===== src/rtl/flap_pkg.sv =====
// Shared definitions for the flappy-bird score/game-over block: default
// geometry and the game state encoding.
package flap_pkg;

    // Default geometry, in pixels unless noted.
    localparam int FLAP_COORD_W   = 11;
    localparam int FLAP_NUM_PIPES = 2;
    localparam int FLAP_SCORE_W   = 8;
    localparam int FLAP_BIRD_W    = 16;
    localparam int FLAP_BIRD_H    = 16;
    localparam int FLAP_PIPE_W    = 40;
    localparam int FLAP_GAP_H     = 120;
    localparam int FLAP_SCREEN_H  = 480;

    // Game state encoding; exported on the debug state output.
    typedef enum logic [1:0] {
        FLAP_IDLE = 2'd0,
        FLAP_PLAY = 2'd1,
        FLAP_OVER = 2'd2
    } flap_state_e;

endpackage


===== src/rtl/flap_score_fsm_if.sv =====
// Signal bundle between the motion blocks, the score/game-over FSM and the
// HUD renderer.
//
// Protocol: there is no valid/ready backpressure on this bundle. game_start,
// game_reset and frame_tick are single-cycle strobes sampled on the rising
// clock edge; the positions are sampled on the same edge as frame_tick. All
// results (score, flags, state_dbg) are registered and change on that edge.
interface flap_score_fsm_if #(
    parameter int COORD_W   = 11,
    parameter int NUM_PIPES = 2,
    parameter int SCORE_W   = 8
);
    logic                           game_start;
    logic                           game_reset;
    logic                           frame_tick;
    logic [COORD_W-1:0]             bird_x;
    logic [COORD_W-1:0]             bird_y;
    logic [NUM_PIPES*COORD_W-1:0]   pipe_x;
    logic [NUM_PIPES*COORD_W-1:0]   pipe_gap_y;

    logic [SCORE_W-1:0]             score;
    logic [SCORE_W-1:0]             highscore;
    logic                           new_highscore;
    logic                           gameover;
    logic                           playing;
    logic                           score_pulse;
    logic [1:0]                     state_dbg;

    // Producer side: motion blocks / testbench.
    modport master (
        output game_start, game_reset, frame_tick,
        output bird_x, bird_y, pipe_x, pipe_gap_y,
        input  score, highscore, new_highscore, gameover, playing,
        input  score_pulse, state_dbg
    );

    // Consumer side: the score FSM.
    modport slave (
        input  game_start, game_reset, frame_tick,
        input  bird_x, bird_y, pipe_x, pipe_gap_y,
        output score, highscore, new_highscore, gameover, playing,
        output score_pulse, state_dbg
    );
endinterface


===== src/rtl/flap_pipe_check.sv =====
// One pipe channel: collision test against the bird box, pass detection,
// and the per-pipe "already scored" flag that stops double counting.
module flap_pipe_check #(
    parameter int COORD_W = 11,
    parameter int BIRD_W  = 16,
    parameter int BIRD_H  = 16,
    parameter int PIPE_W  = 40,
    parameter int GAP_H   = 120
) (
    input  logic               clock,
    input  logic               reset,
    input  logic [COORD_W-1:0] bird_x,
    input  logic [COORD_W-1:0] bird_y,
    input  logic [COORD_W-1:0] pipe_x,
    input  logic [COORD_W-1:0] gap_y,
    input  logic               set_en,
    input  logic               rearm_en,
    input  logic               flush,
    output logic               pass,
    output logic               hit
);
    // One extra bit so edge sums near the screen limit never wrap.
    localparam int CW = COORD_W + 1;

    logic [CW-1:0] bx_e, by_e, px_e, gy_e;
    logic [CW-1:0] pipe_r, bird_r, bird_b, gap_b;
    logic          passed_q;
    logic          rearm, xhit, yout;

    assign bx_e   = {1'b0, bird_x};
    assign by_e   = {1'b0, bird_y};
    assign px_e   = {1'b0, pipe_x};
    assign gy_e   = {1'b0, gap_y};
    assign pipe_r = px_e + CW'(PIPE_W);
    assign bird_r = bx_e + CW'(BIRD_W);
    assign bird_b = by_e + CW'(BIRD_H);
    assign gap_b  = gy_e + CW'(GAP_H);

    // Pass/collision geometry from the current positions.
    always_comb begin
        rearm = (pipe_r >= bx_e);
        pass  = (pipe_r < bx_e) && !passed_q;
        xhit  = (bx_e < pipe_r) && (bird_r > px_e);
        yout  = (by_e < gy_e) || (bird_b > gap_b);
        hit   = xhit && yout;
    end

    // Scored flag: set once the pipe is behind the bird, cleared when the
    // pipe respawns to the right so it can score again.
    always_ff @(posedge clock or negedge reset) begin
        if (!reset) begin
            passed_q <= 1'b0;
        end else if (flush) begin
            passed_q <= 1'b0;
        end else if (set_en && pass) begin
            passed_q <= 1'b1;
        end else if (rearm_en && rearm) begin
            passed_q <= 1'b0;
        end
    end
endmodule


===== src/rtl/flap_score_fsm.sv =====
// Game state machine (IDLE/PLAY/OVER), per-frame scoring and collision for
// one bird against NUM_PIPES pipes, plus a high score kept across games.
module flap_score_fsm
    import flap_pkg::*;
#(
    parameter int COORD_W   = FLAP_COORD_W,
    parameter int NUM_PIPES = FLAP_NUM_PIPES,
    parameter int SCORE_W   = FLAP_SCORE_W,
    parameter int BIRD_W    = FLAP_BIRD_W,
    parameter int BIRD_H    = FLAP_BIRD_H,
    parameter int PIPE_W    = FLAP_PIPE_W,
    parameter int GAP_H     = FLAP_GAP_H,
    parameter int SCREEN_H  = FLAP_SCREEN_H
) (
    input  logic             clock,
    input  logic             reset,
    flap_score_fsm_if.slave  bus
);
    localparam int CW = COORD_W + 1;

    localparam logic [1:0] ST_IDLE = FLAP_IDLE;
    localparam logic [1:0] ST_PLAY = FLAP_PLAY;
    localparam logic [1:0] ST_OVER = FLAP_OVER;

    localparam logic [SCORE_W:0] SCORE_MAX = {1'b0, {SCORE_W{1'b1}}};

    logic [1:0]           state_q;
    logic [SCORE_W-1:0]   score_q;
    logic [SCORE_W-1:0]   highscore_q;
    logic                 new_hs_q;
    logic                 pulse_q;

    logic [NUM_PIPES-1:0] pass_v;
    logic [NUM_PIPES-1:0] hit_v;
    logic                 floor_hit;
    logic                 crash;
    logic                 upd;
    logic [SCORE_W:0]     pass_sum;
    logic [SCORE_W:0]     score_sum;
    logic [SCORE_W-1:0]   score_next;

    // Passed flags move only on a clean (non-crash) frame while playing.
    assign upd = (state_q == ST_PLAY) && bus.frame_tick && !crash && !bus.game_reset;

    genvar gi;
    generate
        for (gi = 0; gi < NUM_PIPES; gi++) begin : g_pipe
            flap_pipe_check #(
                .COORD_W (COORD_W),
                .BIRD_W  (BIRD_W),
                .BIRD_H  (BIRD_H),
                .PIPE_W  (PIPE_W),
                .GAP_H   (GAP_H)
            ) u_pipe (
                .clock    (clock),
                .reset    (reset),
                .bird_x   (bus.bird_x),
                .bird_y   (bus.bird_y),
                .pipe_x   (bus.pipe_x[gi*COORD_W +: COORD_W]),
                .gap_y    (bus.pipe_gap_y[gi*COORD_W +: COORD_W]),
                .set_en   (upd),
                .rearm_en (upd),
                .flush    (bus.game_reset),
                .pass     (pass_v[gi]),
                .hit      (hit_v[gi])
            );
        end
    endgenerate

    // Crash detection: floor or any pipe body; the ceiling is harmless.
    always_comb begin
        floor_hit = ({1'b0, bus.bird_y} + CW'(BIRD_H)) >= CW'(SCREEN_H);
        crash     = floor_hit || (|hit_v);
    end

    // Saturating score increment by the number of pipes passed this frame.
    always_comb begin
        pass_sum = '0;
        for (int i = 0; i < NUM_PIPES; i++) begin
            pass_sum = pass_sum + {{SCORE_W{1'b0}}, pass_v[i]};
        end
        score_sum  = {1'b0, score_q} + pass_sum;
        score_next = (score_sum > SCORE_MAX) ? {SCORE_W{1'b1}} : score_sum[SCORE_W-1:0];
    end

    // Game state, score, high score and event pulse registers.
    always_ff @(posedge clock or negedge reset) begin
        if (!reset) begin
            state_q     <= ST_IDLE;
            score_q     <= '0;
            highscore_q <= '0;
            new_hs_q    <= 1'b0;
            pulse_q     <= 1'b0;
        end else if (bus.game_reset) begin
            state_q  <= ST_IDLE;
            score_q  <= '0;
            new_hs_q <= 1'b0;
            pulse_q  <= 1'b0;
        end else begin
            pulse_q <= 1'b0;
            case (state_q)
                ST_IDLE: begin
                    // A tick arriving with the start pulse is not evaluated.
                    if (bus.game_start) begin
                        state_q <= ST_PLAY;
                    end
                end
                ST_PLAY: begin
                    if (bus.frame_tick) begin
                        if (crash) begin
                            state_q <= ST_OVER;
                            if (score_q > highscore_q) begin
                                highscore_q <= score_q;
                                new_hs_q    <= 1'b1;
                            end
                        end else begin
                            score_q <= score_next;
                            pulse_q <= |pass_v;
                        end
                    end
                end
                ST_OVER: begin
                    state_q <= ST_OVER;
                end
                default: begin
                    state_q <= ST_IDLE;
                end
            endcase
        end
    end

    assign bus.score         = score_q;
    assign bus.highscore     = highscore_q;
    assign bus.new_highscore = new_hs_q;
    assign bus.score_pulse   = pulse_q;
    assign bus.playing       = (state_q == ST_PLAY);
    assign bus.gameover      = (state_q == ST_OVER);
    assign bus.state_dbg     = state_q;
endmodule


===== src/flat_wrapper.sv =====
// flat-port wrapper written by rule: the top's interface ports become plain ports
module flap_score_fsm_flat import flap_pkg::*;
#(
    parameter int COORD_W   = FLAP_COORD_W,
    parameter int NUM_PIPES = FLAP_NUM_PIPES,
    parameter int SCORE_W   = FLAP_SCORE_W,
    parameter int BIRD_W    = FLAP_BIRD_W,
    parameter int BIRD_H    = FLAP_BIRD_H,
    parameter int PIPE_W    = FLAP_PIPE_W,
    parameter int GAP_H     = FLAP_GAP_H,
    parameter int SCREEN_H  = FLAP_SCREEN_H
)
  (clock, reset, bus_game_start, bus_game_reset, bus_frame_tick, bus_bird_x, bus_bird_y, bus_pipe_x, bus_pipe_gap_y, bus_score, bus_highscore, bus_new_highscore, bus_gameover, bus_playing, bus_score_pulse, bus_state_dbg);
  flap_score_fsm_if #(.COORD_W(COORD_W), .NUM_PIPES(NUM_PIPES), .SCORE_W(SCORE_W)) bus_i ();
  input  logic clock;
  input  logic reset;
  input wire logic [$bits(bus_i.game_start)-1:0] bus_game_start;
  input wire logic [$bits(bus_i.game_reset)-1:0] bus_game_reset;
  input wire logic [$bits(bus_i.frame_tick)-1:0] bus_frame_tick;
  input wire logic [$bits(bus_i.bird_x)-1:0] bus_bird_x;
  input wire logic [$bits(bus_i.bird_y)-1:0] bus_bird_y;
  input wire logic [$bits(bus_i.pipe_x)-1:0] bus_pipe_x;
  input wire logic [$bits(bus_i.pipe_gap_y)-1:0] bus_pipe_gap_y;
  output wire logic [$bits(bus_i.score)-1:0] bus_score;
  output wire logic [$bits(bus_i.highscore)-1:0] bus_highscore;
  output wire logic [$bits(bus_i.new_highscore)-1:0] bus_new_highscore;
  output wire logic [$bits(bus_i.gameover)-1:0] bus_gameover;
  output wire logic [$bits(bus_i.playing)-1:0] bus_playing;
  output wire logic [$bits(bus_i.score_pulse)-1:0] bus_score_pulse;
  output wire logic [$bits(bus_i.state_dbg)-1:0] bus_state_dbg;
  assign bus_i.game_start = bus_game_start;
  assign bus_i.game_reset = bus_game_reset;
  assign bus_i.frame_tick = bus_frame_tick;
  assign bus_i.bird_x = bus_bird_x;
  assign bus_i.bird_y = bus_bird_y;
  assign bus_i.pipe_x = bus_pipe_x;
  assign bus_i.pipe_gap_y = bus_pipe_gap_y;
  assign bus_score = bus_i.score;
  assign bus_highscore = bus_i.highscore;
  assign bus_new_highscore = bus_i.new_highscore;
  assign bus_gameover = bus_i.gameover;
  assign bus_playing = bus_i.playing;
  assign bus_score_pulse = bus_i.score_pulse;
  assign bus_state_dbg = bus_i.state_dbg;
  flap_score_fsm #(.COORD_W(COORD_W), .NUM_PIPES(NUM_PIPES), .SCORE_W(SCORE_W), .BIRD_W(BIRD_W), .BIRD_H(BIRD_H), .PIPE_W(PIPE_W), .GAP_H(GAP_H), .SCREEN_H(SCREEN_H)) u_core (.clock(clock), .reset(reset), .bus(bus_i));
endmodule

===== config.mk =====
export PLATFORM = sky130hd
export DESIGN_NAME = flap_score_fsm_flat
export DESIGN_NICKNAME = d
export VERILOG_FILES = /design/src/rtl/flap_pkg.sv /design/src/rtl/flap_score_fsm_if.sv /design/src/rtl/flap_pipe_check.sv /design/src/rtl/flap_score_fsm.sv /design/src/flat_wrapper.sv
export SDC_FILE = /design/constraint.sdc
export NUM_CORES = 1
export LEC_CHECK = 0
export ABC_AREA = 0
export CAP_MARGIN = 40
export CORE_MARGIN = 4
export CORE_UTILIZATION = 40
export CTS_BUF_LIST = sky130_fd_sc_hd__clkbuf_2
export DETAILED_ROUTE_END_ITERATION = 10
export PLACE_DENSITY = 0.69
export SYNTH_ARGS = -nofsm -noshare
export SYNTH_HDL_FRONTEND = slang
export SYNTH_HIERARCHICAL = 1
export SYNTH_SLANG_ARGS = --single-unit

===== constraint.sdc =====
create_clock -name clock -period 6.61 [get_ports clock]
set_input_delay 0.661 -clock clock [delete_from_list [all_inputs] [get_ports clock]]
set_output_delay 0.661 -clock clock [all_outputs]
set_load 0.1 [all_outputs]

==> key figures <==
Outcome
  • Status: finished, final reports clean

Drt
  • DR vias/cell: 5.478
  • M1 wire length: 5067 um
  • DRT Pass-1 Iters: 5
  • Drt drc: 0
  • Final WL: 11270 um
  • 1st-iter DRT viols: 169
  • DR WL met3: 513 um
  • Metal2 WL: 5620 um
  • Routed vias: 4163
  • Highest Signal Layer: met4
  • Drt wl/cell: 14.83 um
  • Detail Route Antenna Nets: 0

Synthesis
  • Largest area contributor in the netlist: ha_1
  • Post-synth EDFFs: 0
  • Post-Syn Instances: 508
  • Synth Cell Area: 4240 um2
  • YS warnings: 6
  • Fraction of registers with async set or reset after synthesis: 1.000
  • Sequential cell area fraction in the yosys report: 0.1298
  • Synth top area cells: ha_1, dfrtp_1, inv_1, xnor2_1, nand3_1
  • Yosys top cell area share: 0.2951
  • Most used flip-flop cell after synthesis: dfrtp_1
  • Syn_area_per_cell: 8.347 um2
  • Syn_nets: 680
  • Post-synth cell types: 69
  • Flops & latches, synth: 22

Global routing
  • Initial antenna violation count: 0
  • Largest net degree at the start of global routing: 17
  • Gr ovfl total: 0
  • Vias in the first global route: 4225
  • First-pass GRT wire length: 19220 um
  • Total track usage: 0.1780

STA
  • Final min period: 5.090 ns
  • Layout Skew: 0.008954 ns
  • Period utilization: 0.7700
  • Pins over their slew limit: 0
  • Total negative slack: 0 ns
  • Peak Freq: 0.1965 GHz
  • Worst slew pin tran: 0.6234 ns
  • Endpoints failing setup: 0
  • Slew headroom: 0.5844
  • Fin. Hold Viols: 0
  • RSZ-0062 raised after global routing: false
  • PnR worst setup slack: 1.520 ns

Pwr
  • Static Leakage: 2.648 nW
  • Peak supply drop: 0.0001796 V
  • Pwr Density: 128.9 nW/um2

Die
  • Row count: 37
  • Io pins: 93
  • Starting Density: 0.4107
  • Die height: 111.0 um
  • Core Footprint: 10320 um2
  • Die span in x: 111.0 um
  • Die Footprint: 12310 um2

Clock tree
  • Post-CTS sizing: 0
  • Clock Latency Late Sink: 0.32 ns
  • CTS clk-pin slew, worst paths: 0.20 ns
  • Clk sinks: 22
  • Setup Fix Bufs, Post-CTS: 0
  • Num CTS Buffers: 3
  • CTS tree: built
  • CTS Root Cell: clkbuf_2
  • CTS Hold Bufs: 0
  • H-tree levels: 1
  • CTS Buffer Depth: 2

Setup path
  • Critical path class: input port to register
  • Critical Path Start Type: input port
  • CP endpoint kind: register
  • Req. time, crit path: 6.89 ns
  • Crit path DAT: 5.37 ns
  • Reg2reg setup slack: 4.17 ns
  • Critical Path Fanout Max: 15

Finish
  • Fin nets: 798
  • FILL cells: 938
  • Fin util: 0.5491
  • Multi-input logic area: 3382 um2
  • FF/Latch Area: 550.5 um2
  • Syn-to-layout area delta: 33.70%
  • Diodes inserted: 0
  • Ratio of cells with drive above 1 in the final layout: 0.08173

Worst hold path
  • Hold Crit Class: register to register

Placed design
  • Place WS: 1.259 ns
  • Routability cong.: 0.8911
  • Buffers added on ports: 92
  • DP Wirelength: 9717 um

Flow run
  • Max Cap Violations: 0
## logic make-up after synthesis
logic type               synth area share
AND/OR/NAND/NOR                    0.1759
multiplexers                      0.03187
AO/OA/AOI/OAI                      0.1992
buffers and inverters             0.07259
flip-flops                         0.1298
adder cells (fa/ha/maj)            0.2998
XOR/XNOR                          0.09088
## placed cells by master (no fill, tap or decap), types with 2 or more instances in the layout
cell type,count
a311oi_1,6
nand2_1,25
a21o_1,8
nand3b_1,2
nor2b_1,6
a211o_1,2
nor2_1,17
xor2_1,12
and3_1,10
o2111ai_1,2
o211ai_1,3
inv_1,76
a41oi_1,3
or3_1,2
nor4_1,3
mux2_4,7
a2111oi_0,3
o31ai_1,2
a21oi_1,33
clkdlybuf4s50_1,92
buf_8,23
clkbuf_2,3
xnor2_1,32
o21ai_0,6
and4_1,2
a211oi_1,2
dfrtp_1,22
nand4_1,12
a221oi_1,2
nand3_1,40
ha_1,100
mux2i_1,3
o21a_1,4
o21bai_1,2
a21boi_1,2
a21oi_2,2
nor3_1,11
nand2b_1,3
o21ai_1,7
## power by group
group	total [W]	internal (W)	switching (W)	leakage [nW]
Sequential	0.000152	0.000144	0.00000878	0.302
Clock	0.0000519	0.0000124	0.0000395	0.0125
Combinational	0.000526	0.000219	0.000308	2.33
Total	0.000731	0.000375	0.000356	2.65
## flip-flops by register name, summed over array words and instances, names as in the netlist
name                           cells
u_core/bus.score_pulse             1
u_core/bus.score                   8
u_core/bus.highscore               8
u_core/bus.state_dbg               2
u_core/bus.new_highscore           1
u_core/g_pipe.u_pipe/passed_q      2
## area by class of cell
type,instances,share of cell area
Tap cell,136,0.03002
Clock buffer,3,0.002648
Inverter,76,0.05032
Multi-Input combinational cell,408,0.5966
Sequential cell,22,0.09711
Timing Repair Buffer,115,0.2233
## synth_stat cells, drive strengths merged (3+ instances only)
library cell  count
a2111oi           4
a211oi            4
a21boi            3
a21o              9
a21oi            35
a221oi            3
a311oi            6
a41oi             3
and3             10
and4              3
dfrtp            22
ha              100
inv              76
mux2              7
mux2i             3
nand2            25
nand2b            3
nand3            40
nand4            12
nor2             18
nor2b             6
nor3             11
nor4              3
o2111ai           3
o211ai            3
o21a              4
o21ai            14
o31ai             3
or3               3
xnor2            32
xor2             12
## metal layers
metal	track usage	up-vias
li1	-	2085
met1	0.2277	1949
met2	0.3224	123
met3	0.02183	6
met4	0.03202	0
met5	0	-
## stage by stage
step	cell area [um2]	std cells	hold slack, ns	total power (W)
floorplan	4240	508	0.3654	0.0004825
global placement	5309	734	0.4732	0.0006159
detailed placement	5654	757	0.4751	0.0006782
CTS	5669	760	0.5161	0.0007327
global route	5669	760	0.5517	0.0007868
finish	5669	760	0.5094	0.0007308
## path summary, 6_finish.rpt
path,end,cells past startpoint,start
worst min register to register,u_core/bus.new_highscore,1,u_core/bus.new_highscore
worst max-delay path,u_core/g_pipe[1].u_pipe/passed_q,18,bus_bird_y[4]
min in group asynchronous,u_core/bus.new_highscore,1,reset
worst max register to register,u_core/bus.highscore[0],6,u_core/bus.score[2]
max in group asynchronous,u_core/bus.score[4],2,reset
worst min-delay path,u_core/bus.new_highscore,1,u_core/bus.new_highscore
## worst max-delay path, cell delays in order
cell and delay (ns):
clkdlybuf4s50_1 0.81, ha_1 0.28, nand3_1 0.12, nor2_1 0.20, xor2_1 0.17, ha_1 0.28, a21oi_1 0.15, nand2_1 0.07
a21o_1 0.17, o31ai_1 0.33, a221oi_2 0.11, or3_4 0.39, nor3b_2 0.18, a31oi_2 0.17, a21o_4 0.28, nor3_1 0.47
nor4b_1 0.35, a31o_1 0.15
(Power assumes the default switching activity.)
